==> src/rtl/rd_arb_pkg.sv <==
// Shared types and helpers for the parametrised multichannel read arbiter.
package rd_arb_pkg;

    // Arbiter FSM: waiting for a request, or a burst is outstanding on the AXI master
    typedef enum logic [0:0] {
        IDLE = 1'b0,
        BUSY = 1'b1
    } arb_state_t;

    // Next round-robin start index after idx, wrapping at n (n need not be a power of two)
    function automatic logic [31:0] wrap_inc(input logic [31:0] idx, input logic [31:0] n);
        logic [31:0] nxt;
        nxt = idx + 32'd1;
        if (nxt >= n) begin
            return 32'd0;
        end else begin
            return nxt;
        end
    endfunction

endpackage

==> src/rtl/multichannel_rd_arbiter_param_rr_prio_pick.sv <==
// Combinational winner search: the first requesting channel at or after ptr,
// wrapping modulo CH_NUM. With ptr held at 0 this is plain fixed priority.
module rr_prio_pick #(
    parameter int CH_NUM = 4,
    parameter int CH_W   = 2
) (
    input  logic [CH_NUM-1:0] req,
    input  logic [CH_W-1:0]   ptr,
    output logic [CH_NUM-1:0] grant,
    output logic [CH_W-1:0]   win,
    output logic              any_req
);

    localparam int SUM_W = CH_W + 1;

    logic [CH_NUM-1:0] rot_s;
    logic [CH_W-1:0]   off_s;
    logic [SUM_W-1:0]  raw_s;

    // Rotate so ptr lands at bit 0, take the lowest set bit, then map back to a channel index
    always_comb begin
        grant   = {CH_NUM{1'b0}};
        rot_s   = CH_NUM'({req, req} >> ptr);
        off_s   = {CH_W{1'b0}};
        for (int j = CH_NUM - 1; j >= 0; j--) begin
            off_s = rot_s[j] ? CH_W'(j) : off_s;
        end
        raw_s   = {1'b0, ptr} + {1'b0, off_s};
        win     = CH_W'((raw_s >= SUM_W'(CH_NUM)) ? (raw_s - SUM_W'(CH_NUM)) : raw_s);
        any_req = |req;
        for (int i = 0; i < CH_NUM; i++) begin
            grant[i] = any_req && (win == CH_W'(i));
        end
    end

endmodule

==> src/rtl/multichannel_rd_arbiter_param.sv <==
// N-channel read arbiter in front of the single AXI read master. Grants one
// channel at a time, latches its address/length/ID, and optionally aborts a
// burst that stays outstanding for too long.
module multichannel_rd_arbiter_param
    import rd_arb_pkg::*;
#(
    parameter int CH_NUM      = 4,
    parameter int CH_W        = 2,
    parameter int ADDR_WIDTH  = 30,
    parameter int LEN_WIDTH   = 8,
    parameter int RR_EN       = 1,
    parameter int TIMEOUT_CYC = 0
) (
    input  logic                         clk,
    input  logic                         rst,
    input  logic [CH_NUM-1:0]            rd_req,
    input  logic [CH_NUM*ADDR_WIDTH-1:0] rd_addr,
    input  logic [CH_NUM*LEN_WIDTH-1:0]  rd_len,
    output logic [CH_NUM-1:0]            rd_grant,
    input  logic                         rd_done,
    output logic                         axi_rd_start,
    output logic [ADDR_WIDTH-1:0]        axi_rd_addr,
    output logic [LEN_WIDTH-1:0]         axi_rd_len,
    output logic [CH_W-1:0]              axi_rd_ch,
    output logic                         busy,
    output logic                         timeout_err
);

    localparam int              WD_W    = (TIMEOUT_CYC > 1) ? $clog2(TIMEOUT_CYC + 1) : 1;
    localparam logic [WD_W-1:0] WD_LAST = WD_W'((TIMEOUT_CYC > 0) ? (TIMEOUT_CYC - 1) : 0);
    localparam bit              WD_EN   = (TIMEOUT_CYC > 0);

    arb_state_t              state_r;
    arb_state_t              state_s;
    logic [CH_W-1:0]         ptr_r;
    logic [CH_W-1:0]         ptr_nxt_s;
    logic [CH_W-1:0]         win_s;
    logic [CH_NUM-1:0]       grant_s;
    logic                    any_req_s;
    logic                    grant_now_s;
    logic                    timeout_s;
    logic [ADDR_WIDTH-1:0]   addr_s;
    logic [LEN_WIDTH-1:0]    len_s;
    logic [WD_W-1:0]         wdog_r;

    logic [CH_NUM-1:0]       rd_grant_r;
    logic                    start_r;
    logic [ADDR_WIDTH-1:0]   addr_r;
    logic [LEN_WIDTH-1:0]    len_r;
    logic [CH_W-1:0]         ch_r;
    logic                    busy_r;
    logic                    terr_r;

    rr_prio_pick #(
        .CH_NUM (CH_NUM),
        .CH_W   (CH_W)
    ) u_pick (
        .req     (rd_req),
        .ptr     (ptr_r),
        .grant   (grant_s),
        .win     (win_s),
        .any_req (any_req_s)
    );

    // Fixed-priority mode keeps the search anchored at channel 0
    assign ptr_nxt_s = (RR_EN != 0) ? CH_W'(wrap_inc(32'(win_s), 32'(CH_NUM))) : {CH_W{1'b0}};

    // Select the winner's address and length from the flattened buses (one-hot AND-OR)
    always_comb begin
        addr_s = {ADDR_WIDTH{1'b0}};
        len_s  = {LEN_WIDTH{1'b0}};
        for (int i = 0; i < CH_NUM; i++) begin
            addr_s = addr_s | (rd_addr[i*ADDR_WIDTH +: ADDR_WIDTH] & {ADDR_WIDTH{grant_s[i]}});
            len_s  = len_s  | (rd_len[i*LEN_WIDTH +: LEN_WIDTH]    & {LEN_WIDTH{grant_s[i]}});
        end
    end

    // Next state, grant qualifier and watchdog expiry; rd_done beats a same-cycle timeout
    always_comb begin
        state_s     = state_r;
        grant_now_s = 1'b0;
        timeout_s   = 1'b0;
        case (state_r)
            IDLE: begin
                if (any_req_s) begin
                    state_s     = BUSY;
                    grant_now_s = 1'b1;
                end else begin
                    state_s = IDLE;
                end
            end
            BUSY: begin
                if (rd_done) begin
                    state_s = IDLE;
                end else if (WD_EN && (wdog_r == WD_LAST)) begin
                    state_s   = IDLE;
                    timeout_s = 1'b1;
                end else begin
                    state_s = BUSY;
                end
            end
            default: begin
                state_s = IDLE;
            end
        endcase
    end

    // FSM state register
    always_ff @(posedge clk) begin
        if (rst) begin
            state_r <= IDLE;
        end else begin
            state_r <= state_s;
        end
    end

    // Pointer, watchdog counter and all registered outputs
    always_ff @(posedge clk) begin
        if (rst) begin
            ptr_r      <= {CH_W{1'b0}};
            wdog_r     <= {WD_W{1'b0}};
            rd_grant_r <= {CH_NUM{1'b0}};
            start_r    <= 1'b0;
            addr_r     <= {ADDR_WIDTH{1'b0}};
            len_r      <= {LEN_WIDTH{1'b0}};
            ch_r       <= {CH_W{1'b0}};
            busy_r     <= 1'b0;
            terr_r     <= 1'b0;
        end else begin
            rd_grant_r <= {CH_NUM{1'b0}};
            start_r    <= 1'b0;
            terr_r     <= 1'b0;
            if (grant_now_s) begin
                rd_grant_r <= grant_s;
                start_r    <= 1'b1;
                addr_r     <= addr_s;
                len_r      <= len_s;
                ch_r       <= win_s;
                busy_r     <= 1'b1;
                ptr_r      <= ptr_nxt_s;
                wdog_r     <= {WD_W{1'b0}};
            end else if (state_r == BUSY) begin
                if (rd_done || timeout_s) begin
                    busy_r <= 1'b0;
                    terr_r <= timeout_s;
                end else begin
                    wdog_r <= wdog_r + WD_W'(1);
                end
            end else begin
                busy_r <= busy_r;
            end
        end
    end

    assign rd_grant     = rd_grant_r;
    assign axi_rd_start = start_r;
    assign axi_rd_addr  = addr_r;
    assign axi_rd_len   = len_r;
    assign axi_rd_ch    = ch_r;
    assign busy         = busy_r;
    assign timeout_err  = terr_r;

endmodule
==> config.mk <==
export PLATFORM = sky130hd
export DESIGN_NAME = multichannel_rd_arbiter_param
export DESIGN_NICKNAME = d
export VERILOG_FILES = /design/src/rtl/rd_arb_pkg.sv /design/src/rtl/multichannel_rd_arbiter_param_rr_prio_pick.sv /design/src/rtl/multichannel_rd_arbiter_param.sv
export SDC_FILE = /design/constraint.sdc
export NUM_CORES = 1
export LEC_CHECK = 0
export CAP_MARGIN = 20
export CORE_MARGIN = 2
export CORE_UTILIZATION = 30
export DETAILED_ROUTE_END_ITERATION = 10
export DONT_BUFFER_PORTS = 1
export HOLD_SLACK_MARGIN = 0.08
export PLACE_DENSITY = 0.54
export SLEW_MARGIN = 20
export SYNTH_ARGS = -nofsm -noshare
export SYNTH_HDL_FRONTEND = slang
export SYNTH_HIERARCHICAL = 1
export SYNTH_SLANG_ARGS = --single-unit
==> constraint.sdc <==
create_clock -name clk -period 5.45 [get_ports clk]
set_input_delay 0.545 -clock clk [delete_from_list [all_inputs] [get_ports clk]]
set_output_delay 0.545 -clock clk [all_outputs]
set_load 0.1 [all_outputs]
==> parameters.txt, run 1 <==
Parameter                              Value

Global routing
  Largest net degree at the start of global routing ... 74
  Initial antenna violation count ... 0
  Residual overflow from global routing ... 0
  Wire length of the first global-routing pass ... 12000 µm
  Overall Global Routing Usage ... 15.4%
  Vias in the first global route ... 2349

Floorplanning
  Site Rows ... 34
  Count of boundary I/O pins ... 206
  Full die area ... 9590 µm²
  Die Span Y ... 97.9 µm
  Width of the chip ... 97.9 µm
  Starting density of the core ... 30.6%
  Core Region ... 8640 µm²

Setup path
  Top delay family on crit path ... compound AO/OA/AOI/OAI gates
  Cells traversed along the worst timing path ... inv_1 -> nor3b_1 -> a21oi_1 -> o211ai_1 -> ha_1 -> xnor2_1 -> nand2_1 -> mux2i_4 -> buf_4 -> a22oi_1 -> a311oi_1
  Bufs and invs on worst path ... 2
  Critical path start-end classification ... reg -> reg
  WP data required ... 5.65 ns
  Arrival @ worst endpoint ... 3.08 ns
  Startpoint types ... register
  CP max stage cell ... sky130_fd_sc_hd__dfxtp_1
  Crit path max fanout ... 39
  Endpoint kind of the worst setup timing path ... register
  Slowest cell delay on critical path ... 0.55 ns

STA
  Total setup violations reported at the end of the flow ... 0
  Part of the cycle the worst path needs ... 52.8%
  Transition at the pin with the smallest max-transition slack ... 1.01 ns
  Worst slew margin relative to its limit ... 32.3%
  Maximum clock rate ... 0.348 GHz
  Number of max-slew violations in the final report ... 0
  RSZ-0062 raised after global routing ... false
  Post-layout minimum cycle time ... 2.88 ns
  Setup clock skew after layout ... 0.00651 ns
  Hold violation total from the final report ... 0
  Sum of negative setup slack ... 0 ns

Detailed routing
  Via/cell ratio ... 6.23
  Wire length reported by the detailed router ... 7630 µm
  Antenna violation net count after detailed routing ... 0
  Initial DRC Count ... 61
  Avg WL per Cell ... 19.8 µm
  Iteration count of the initial detailed-routing pass ... 4
  # DRC ... 0
  Routed via count ... 2406

Synth
  Sequential share of the synthesized area ... 37.1%
  Flip-flop and latch count after synthesis ... 49
  Syn avg cell area ... 8.82 µm²
  Post-Syn Instances ... 300
  Post-synth design cell area ... 2650 µm²
  Post-Syn Nets ... 461
  Distinct cell type count of the synthesized netlist ... 33
  Warnings, synthesis ... 6

Pwr
  Clock network fraction of total power ... 10.5%
  Power Internal ... 0.00101 W
  Leakage power ... 0.915 nW
  Switching pwr ... 0.00154 W
  Pwr/cell area ... 916 nW/µm²
  IR Drop Worst-Case VDD ... 0.237 mV
  Switching share of total power ... 60.2%
  Combinational share of power ... 39.4%
  Share of power burned in registers ... 50.2%

Placement
  HPWL Detailed ... 5190 µm
  Routability congestion estimate ... 0.768
  IO Port Bufs ... 0
  Cell Count Post-Placement ... 378

Cells and area
  Share of final-layout standard cells stronger than drive strength 1 ... 7.91%
  Most used cells in the layout excluding fill and tap cells ... sky130_fd_sc_hd__a22oi_1 (76), sky130_fd_sc_hd__dfxtp_1 (49), sky130_fd_sc_hd__nor2_1 (45)
  Most common library cell in the layout ignoring fill and taps ... sky130_fd_sc_hd__a22oi_1
  Filler cell count in the final layout ... 902
  Area grow syn2layout ... 5.30%
  Layout net count ... 438
  Ant diodes ... 0
  Fin cells ... 386

CTS
  Hold Buf Count CTS ... 0
  # resized after CTS ... 0
  Clock latency reported for the late side of the worst-skew pair ... 0.30 ns
  Buffers from clock root to sink, at most ... 2
  Number of clock sinks seen by CTS ... 49
  TritonCTS clock tree ... done
  Total CTS buffers ... 5
  Clock transition at path regs ... 0.09 ns
  Post-CTS setup repair buffer count ... 0
  Root Buffer ... sky130_fd_sc_hd__clkbuf_8
  Maximum level of the CTS H-tree ... 2

Worst hold path
  Worst min-delay path category ... in -> reg

Run status
  Run status ... finished, final reports clean

Flow run
  Maximum capacitance violations ... 0
[area by class of cell]
| type | count | area [µm²] | share of cell area [%] |
|---|---|---|---|
| clock buffer | 7 | 86.3 | 3.10 |
| tap | 108 | 135 | 4.85 |
| sequential | 49 | 981 | 35.2 |
| multi-input combinational | 214 | 1510 | 54.2 |
| inverter | 2 | 7.51 | 0.269 |
| clock inverter | 1 | 30.0 | 1.08 |
| timing repair buffer | 5 | 37.5 | 1.35 |
[synthesized netlist by cell type (all sizes together)]
| library cell | instances | share of area, % |
|---|---|---|
| o21a | 1 | 0.28 |
| or4 | 1 | 0.43 |
| o21ai | 3 | 0.71 |
| inv | 2 | 0.28 |
| or2b | 1 | 0.33 |
| and2 | 4 | 0.95 |
| ha | 2 | 0.95 |
| o211ai | 1 | 0.28 |
| a22oi | 76 | 22 |
| or3 | 1 | 0.24 |
| and2b | 1 | 0.33 |
| nor3 | 1 | 0.19 |
| dfxtp | 49 | 37 |
| nor3b | 2 | 0.57 |
| xnor2 | 2 | 0.66 |
| mux2i | 6 | 2.3 |
| o311ai | 1 | 0.99 |
| nand2b | 1 | 0.24 |
| nor2b | 2 | 0.47 |
| a21oi | 7 | 1.3 |
| nor4 | 2 | 0.47 |
| and3b | 1 | 0.33 |
| a311oi | 38 | 13 |
| nand2 | 13 | 1.8 |
| nor2 | 45 | 6.4 |
| buf | 22 | 6.0 |
| conb | 1 | 0.14 |
| clkbuf | 13 | 1.8 |
| xor2 | 1 | 0.33 |
[path summary, 6_finish.rpt]
path                 start               to  slack (ns)  depth (start not counted)
setup reg to reg  ptr_r[0]  axi_rd_addr[16]        2.57                         11
hold / removal         rst  axi_rd_addr[27]        0.31                          1
hold reg to reg    state_r          state_r        0.59                          2
setup / recovery  ptr_r[0]  axi_rd_addr[16]        2.57                         11
[cells by family (layout without fill, tap and decap cells)]
group	Yosys count	after routing	synth area share [%]
xor gates and xnor gates	3	3	0.993
muxes	6	6	2.27
adders and majority gates	2	2	0.945
AOI/OAI and AO/OA	127	127	37.7
other	1	1	0.142
buffers and inverters	37	15	8.08
DFF	49	49	37.1
and+or+nand+nor	75	75	12.8
[flip-flops by register name, indices dropped and copies added, names as in the netlist]
name	flops
busy	1
axi_rd_ch	2
axi_rd_addr	30
axi_rd_start	1
state_r	1
axi_rd_len	8
ptr_r	2
rd_grant	4
[layer usage]
metal  GRT usage, %  share of wire (%)
met5              0                  0
met1           17.7                 40
met2           28.2                 51
met4           4.91                1.5
met3           3.51                7.3
[power by group through the flow]
stage	Clock [W]	Combinational [W]	Sequential, W
6_report	0.000268	0.00100	0.00128
5_1_grt	0.000295	0.00113	0.00129
4_1_cts	0.000283	0.00102	0.00128
3_5_place_dp	0	0.00102	0.00129
3_3_place_gp	0	0.000984	0.00129
2_1_floorplan	0	0.000814	0.00125
[stage by stage]
| stage | hold WS (ns) | area [µm²] | power (W) | util (%) | setup WS, ns |
|---|---|---|---|---|---|
| 2_1_floorplan | 0.437 | 2650 | 0.00206 | - | 2.88 |
| 3_3_place_gp | 0.572 | 2670 | 0.00227 | 30.9 | 2.68 |
| 3_5_place_dp | 0.578 | 2670 | 0.00231 | 30.9 | 2.57 |
| 4_1_cts | 0.290 | 2790 | 0.00259 | 32.3 | 2.55 |
| 5_1_grt | 0.279 | 2790 | 0.00272 | 32.3 | 2.28 |
| 6_report | 0.310 | 2790 | 0.00255 | 32.3 | 2.57 |
No activity file was read; power rests on OpenSTA's default activity.
==> inputs of run 2 (changes only) <==
==> constraint.sdc (replaced) <==
create_clock -name clk -period 2.8 [get_ports clk]
set_input_delay 0.28 -clock clk [delete_from_list [all_inputs] [get_ports clk]]
set_output_delay 0.28 -clock clk [all_outputs]
set_load 0.1 [all_outputs]
==> parameters.txt, run 2 (synthesis results as in run 1) <==
Parameter                              Value

Placement
  Worst slack at placement ... 0.0953 ns
  Routability congestion estimate ... 0.767
  Placement-stage cell area ... 3030 µm²
  IO Port Bufs ... 0
  HPWL Detailed ... 5660 µm

Setup path
  Bufs and invs on worst path ... 2
  Arrival @ worst endpoint ... 2.75 ns
  Crit path max fanout ... 16
  Critical path start-end classification ... reg -> reg
  CP max stage cell ... sky130_fd_sc_hd__dfxtp_2
  Cells traversed along the worst timing path ... inv_1 -> nor3b_1 -> a21oi_1 -> o211ai_1 -> ha_1 -> xnor2_1 -> nand2_1 -> mux2i_4 -> buf_4 -> a22oi_1 -> a311oi_1
  Startpoint types ... register
  Worst R2R Path Depth ... 11
  Endpoint kind of the worst setup timing path ... register
  Worst reg-to-reg setup slack ... 0.26 ns
  Top delay family on crit path ... compound AO/OA/AOI/OAI gates
  Worst reg2reg endpoint ... axi_rd_len[6]
  Slowest cell delay on critical path ... 0.44 ns
  Reg-to-reg startpoint ... ptr_r[0]
  WP data required ... 3.01 ns

Detailed routing
  Initial DRC Count ... 62
  Iteration count of the initial detailed-routing pass ... 4
  Wire length reported by the detailed router ... 7800 µm
  Routed via count ... 2469
  Antenna violation net count after detailed routing ... 0
  # DRC ... 0
  Via/cell ratio ... 5.73
  Avg WL per Cell ... 18.1 µm

Cells and area
  Largest register FFs ... 30
  Ant diodes ... 0
  Most common library cell in the layout ignoring fill and taps ... sky130_fd_sc_hd__a22oi_1
  Multi-input combinational cell area ... 1510 µm²
  Layout net count ... 483
  Most used cells in the layout excluding fill and tap cells ... sky130_fd_sc_hd__a22oi_1 (76), sky130_fd_sc_hd__dfxtp_1 (48), sky130_fd_sc_hd__nor2_1 (45)
  Core Util, Final ... 37.0%
  Filler cell count in the final layout ... 901
  Area grow syn2layout ... 20.6%
  Share of final-layout standard cells stronger than drive strength 1 ... 21.4%
  Post-route design area ... 3190 µm²
  Combined flip-flop and latch cell area ... 982 µm²

STA
  Hold violation total from the final report ... 0
  Transition at the pin with the smallest max-transition slack ... 0.985 ns
  Worst-case setup margin in the final layout ... 0.261 ns
  Post-layout minimum cycle time ... 2.54 ns
  RSZ-0062 raised after global routing ... true
  Worst slew margin relative to its limit ... 34.2%
  Setup clock skew after layout ... 0.00532 ns
  Total setup violations reported at the end of the flow ... 0
  Hold_ws ... 0.106 ns
  Number of max-slew violations in the final report ... 0
  Maximum clock rate ... 0.394 GHz
  Part of the cycle the worst path needs ... 90.7%

Worst hold path
  Worst min-delay path category ... in -> reg
  Worst Hold Launch ... rst
  WHS Path Cells ... 1
  Endpoint of the worst hold-timing path ... axi_rd_start

CTS
  Root Buffer ... sky130_fd_sc_hd__clkbuf_8
  Clock transition at path regs ... 0.09 ns
  Number of clock sinks seen by CTS ... 49
  Maximum level of the CTS H-tree ... 2
  Buffers from clock root to sink, at most ... 2
  Total CTS buffers ... 5
  Clock latency reported for the late side of the worst-skew pair ... 0.30 ns
  TritonCTS clock tree ... done
  Post-CTS setup repair buffer count ... 0

Flow run
  Maximum capacitance violations ... 0

Floorplanning
  Site Rows ... 34
  Full die area ... 9590 µm²
  Starting density of the core ... 30.6%
  Width of the chip ... 97.9 µm
  Core Region ... 8640 µm²
  Count of boundary I/O pins ... 206
  Die Span Y ... 97.9 µm

Global routing
  Vias in the first global route ... 2345
  Residual overflow from global routing ... 0
  Wire length of the first global-routing pass ... 11700 µm
  Overall Global Routing Usage ... 15.0%
  Initial antenna violation count ... 0
  Largest net degree at the start of global routing ... 81

Pwr
  IR Drop Worst-Case VDD ... 0.533 mV
  Leakage power ... 1.17 nW
  Pwr/cell area ... 1720 nW/µm²

Run status
  Run status ... finished, final reports clean
run 2: report_power, final:
part	total (W)	switching, W	internal, W
logic	0.00369	0.00255	0.00113
registers	0.00119	0.000278	0.000911
clock network	0.000602	0.000247	0.000355
total	0.00548	0.00308	0.00240
run 2: layout make-up:
type                    instances  share of cell area, %
multi-input cells             214                   47.3
well taps                     108                   4.23
inverters                       2                  0.235
clock buffers                   5                   2.16
clock inverters                 3                   2.04
flip-flops and latches         49                   30.8
repair buffers                 50                   13.3
run 2: metrics by stage:
stage / total power [W] / setup TNS (ns) / cells
after floorplan: 0.00402 / 0 / 300
after global routing: 0.00581 / -0.000459 / 431
after CTS: 0.00550 / 0 / 431
final: 0.00548 / 0 / 431
after detailed placement: 0.00486 / 0 / 422
after global placement: 0.00482 / 0 / 422
run 2: repair_timing:
| item | 4_1_cts | 5_1_grt |
|---|---|---|
| gates resized for setup | 0 | 4 |
| hold buffers | 1 | 0 |
| endpoints found under the hold margin | 44 | 0 |
| setup endpoints to repair | 0 | 38 |
run 2: worst max path at each step:
stage	start	end	slack, ns	depth (start not counted)
after floorplan	ptr_r[0]	axi_rd_addr[20]	0.45	13
after global placement	ptr_r[0]	axi_rd_len[5]	0.24	11
after detailed placement	ptr_r[0]	axi_rd_len[6]	0.1	11
after CTS	ptr_r[0]	axi_rd_len[6]	0.06	11
after global routing	ptr_r[0]	axi_rd_len[2]	-0.0005	11
final	ptr_r[0]	axi_rd_len[6]	0.26	11
run 2: layer usage:
layer / vias to the layer above / GRT usage, % / part of all wire, %
met5: - / 0 / 0
met2: 133 / 27.4 / 50
met1: 1119 / 17.8 / 43
li1: 1213 / - / -
met3: 4 / 3.15 / 6.5
met4: 0 / 4.17 / 0.85
run 2: worst register-to-register path, stage by stage, from the launching register on:
cell and delay [ns]:
sky130_fd_sc_hd__dfxtp_2 0.44, sky130_fd_sc_hd__inv_1 0.09, sky130_fd_sc_hd__nor3b_1 0.20, sky130_fd_sc_hd__a21oi_1 0.06
sky130_fd_sc_hd__o211ai_1 0.16, sky130_fd_sc_hd__ha_1 0.23, sky130_fd_sc_hd__xnor2_1 0.20, sky130_fd_sc_hd__nand2_1 0.21
sky130_fd_sc_hd__mux2i_4 0.20, sky130_fd_sc_hd__buf_4 0.25, sky130_fd_sc_hd__a22oi_1 0.11, sky130_fd_sc_hd__a311oi_1 0.29
==> inputs of run 3 (changes only) <==
--- a/config.mk
+++ b/config.mk
@@ -7,11 +7,11 @@
 export LEC_CHECK = 0
 export CAP_MARGIN = 20
 export CORE_MARGIN = 2
-export CORE_UTILIZATION = 30
+export CORE_UTILIZATION = 25
 export DETAILED_ROUTE_END_ITERATION = 10
 export DONT_BUFFER_PORTS = 1
 export HOLD_SLACK_MARGIN = 0.08
-export PLACE_DENSITY = 0.54
+export PLACE_DENSITY = 0.48
 export SLEW_MARGIN = 20
 export SYNTH_ARGS = -nofsm -noshare
 export SYNTH_HDL_FRONTEND = slang
==> constraint.sdc (replaced) <==
create_clock -name clk -period 2.55 [get_ports clk]
set_input_delay 0.255 -clock clk [delete_from_list [all_inputs] [get_ports clk]]
set_output_delay 0.255 -clock clk [all_outputs]
set_load 0.1 [all_outputs]
==> parameters.txt, run 3 (synthesis results as in run 1) <==
Parameter                              Value

STA
  Total setup violations reported at the end of the flow ... 0
  Maximum clock rate ... 0.418 GHz
  Setup clock skew after layout ... 0.00914 ns
  RSZ-0062 raised after global routing ... true
  Post-layout minimum cycle time ... 2.39 ns
  Sum of negative setup slack ... 0 ns
  Transition at the pin with the smallest max-transition slack ... 1.01 ns
  Number of max-slew violations in the final report ... 0
  Hold violation total from the final report ... 0
  Part of the cycle the worst path needs ... 93.7%
  Worst slew margin relative to its limit ... 31.9%

Global routing
  Largest net degree at the start of global routing ... 46
  Vias in the first global route ... 2375
  Initial antenna violation count ... 0
  Residual overflow from global routing ... 0
  Wire length of the first global-routing pass ... 12200 µm
  Overall Global Routing Usage ... 13.7%

CTS
  Number of clock sinks seen by CTS ... 49
  Clock transition at path regs ... 0.09 ns
  Maximum level of the CTS H-tree ... 2
  Clock latency reported for the late side of the worst-skew pair ... 0.30 ns
  Root Buffer ... sky130_fd_sc_hd__clkbuf_8
  TritonCTS clock tree ... done
  Total CTS buffers ... 5
  Buffers from clock root to sink, at most ... 2

Floorplanning
  Full die area ... 11400 µm²
  Count of boundary I/O pins ... 206
  Core Region ... 10300 µm²
  Starting density of the core ... 25.6%
  Width of the chip ... 107 µm
  Site Rows ... 37
  Die Span Y ... 107 µm

Placement
  IO Port Bufs ... 0
  Routability congestion estimate ... 0.756
  HPWL Detailed ... 6260 µm
  Cell Count Post-Placement ... 454

Pwr
  Clock network fraction of total power ... 8.7%
  Switching share of total power ... 54.9%
  Share of power burned in registers ... 19.7%
  IR Drop Worst-Case VDD ... 0.580 mV
  Power Internal ... 0.00293 W
  Leakage power ... 1.24 nW
  Switching pwr ... 0.00357 W
  Combinational share of power ... 71.6%
  Pwr/cell area ... 1910 nW/µm²

Cells and area
  Share of final-layout standard cells stronger than drive strength 1 ... 27.4%
  Layout net count ... 492
  Area grow syn2layout ... 28.9%
  Filler cell count in the final layout ... 1074
  Largest register FFs ... 30
  Ant diodes ... 0
  Fin cells ... 468
  Most used cells in the layout excluding fill and tap cells ... sky130_fd_sc_hd__a22oi_1 (75), sky130_fd_sc_hd__buf_4 (48), sky130_fd_sc_hd__dfxtp_1 (47)
  Core Util, Final ... 33.1%
  Most common library cell in the layout ignoring fill and taps ... sky130_fd_sc_hd__a22oi_1

Run status
  Run status ... finished, final reports clean

Setup path
  WP data required ... 2.76 ns
  Arrival @ worst endpoint ... 2.60 ns
  Critical path start-end classification ... reg -> reg
  Slowest cell delay on critical path ... 0.39 ns
  CP max stage cell ... sky130_fd_sc_hd__dfxtp_4
  Startpoint types ... register
  Endpoint kind of the worst setup timing path ... register
  Crit path max fanout ... 15
  Critical Path Most Common Cell ... sky130_fd_sc_hd__buf_4
  Cells traversed along the worst timing path ... buf_4 -> nor2_1 -> a21oi_1 -> o211ai_1 -> ha_2 -> nor2b_4 -> nand2_2 -> mux2i_4 -> buf_4 -> buf_12 -> a22oi_1 -> a311oi_1

Detailed routing
  Wire length reported by the detailed router ... 8650 µm
  # DRC ... 0
  Iteration count of the initial detailed-routing pass ... 4
  Initial DRC Count ... 241
  Antenna violation net count after detailed routing ... 0
  Routed via count ... 2562
  Avg WL per Cell ... 18.5 µm
  Via/cell ratio ... 5.47

Flow run
  Maximum capacitance violations ... 0

Worst hold path
  Worst min-delay path category ... in -> reg
## run 3: cell count changes in the layout (fill, tap and decap cells not counted), moves of 4 or more
cell | before | now
sky130_fd_sc_hd__buf_12 | 3 | 8
sky130_fd_sc_hd__buf_4 | 44 | 48
sky130_fd_sc_hd__nand2_1 | 13 | 9
sky130_fd_sc_hd__nand2_2 | 0 | 4
## run 3: final timing paths
kind / startpoint / to / slack [ns] / depth (start not counted)
setup / recovery: ptr_r[0] / axi_rd_addr[15] / 0.16 / 12
hold reg to reg: axi_rd_ch[1] / axi_rd_ch[1] / 0.48 / 2
setup reg to reg: ptr_r[0] / axi_rd_addr[15] / 0.16 / 12
hold / removal: rd_done / state_r / 0.15 / 3
## run 3: area by class of cell
type / instances / area [µm²] / area share [%]
multi-input combinational: 214 / 1570 / 45.9
sequential: 49 / 986 / 28.9
timing repair buffer: 59 / 568 / 16.6
tap: 136 / 170 / 4.99
clock buffer: 5 / 68.8 / 2.02
clock inverter: 3 / 43.8 / 1.28
inverter: 2 / 7.51 / 0.220
## run 3: worst max-delay path: cells and delay by family, from the launching register on
family / cells / cell delay (ns)
mux: 1 / 0.19
simple gates: 3 / 0.31
compound gates: 4 / 0.60
buf+inv: 3 / 0.41
flops: 1 / 0.39
fa+ha+maj: 1 / 0.38
## run 3: layer usage
| metal | routed length, µm | up-vias | part of all wire (%) | global-route usage (%) |
|---|---|---|---|---|
| met2 | 4330 | 141 | 50 | 24.3 |
| met5 | 0 | - | 0 | 0 |
| met3 | 552 | 6 | 6.4 | 2.98 |
| met4 | 104 | 0 | 1.2 | 3.62 |
| met1 | 3660 | 1183 | 42 | 16.7 |
| li1 | - | 1232 | - | - |
## run 3: power groups by stage
stage	clock, W	combinational [W]	sequential, W
floorplan	0	0.00174	0.00267
global placement	0	0.00431	0.00129
detailed placement	0	0.00434	0.00129
CTS	0.000602	0.00437	0.00127
global route	0.000630	0.00497	0.00131
finish	0.000567	0.00466	0.00128
## run 3: per-stage QoR
stage	worst slack, ns	area [µm²]	hold slack, ns	power (W)
finish	0.160	3410	0.151	0.00650
floorplan	0.199	2650	0.437	0.00441
CTS	0.0455	3290	0.127	0.00625
global placement	0.0819	3150	0.332	0.00560
global route	-0.0160	3410	0.198	0.00690
detailed placement	0.0134	3150	0.332	0.00563
## run 3: timing repair
action	4_1_cts	5_1_grt
resized for setup	1	18
endpoints found under the setup margin	4	38
cloned	0	1
hold buffers	1	0
buffers inserted	0	4
endpoints found under the hold margin	45	0
pin swaps	0	4
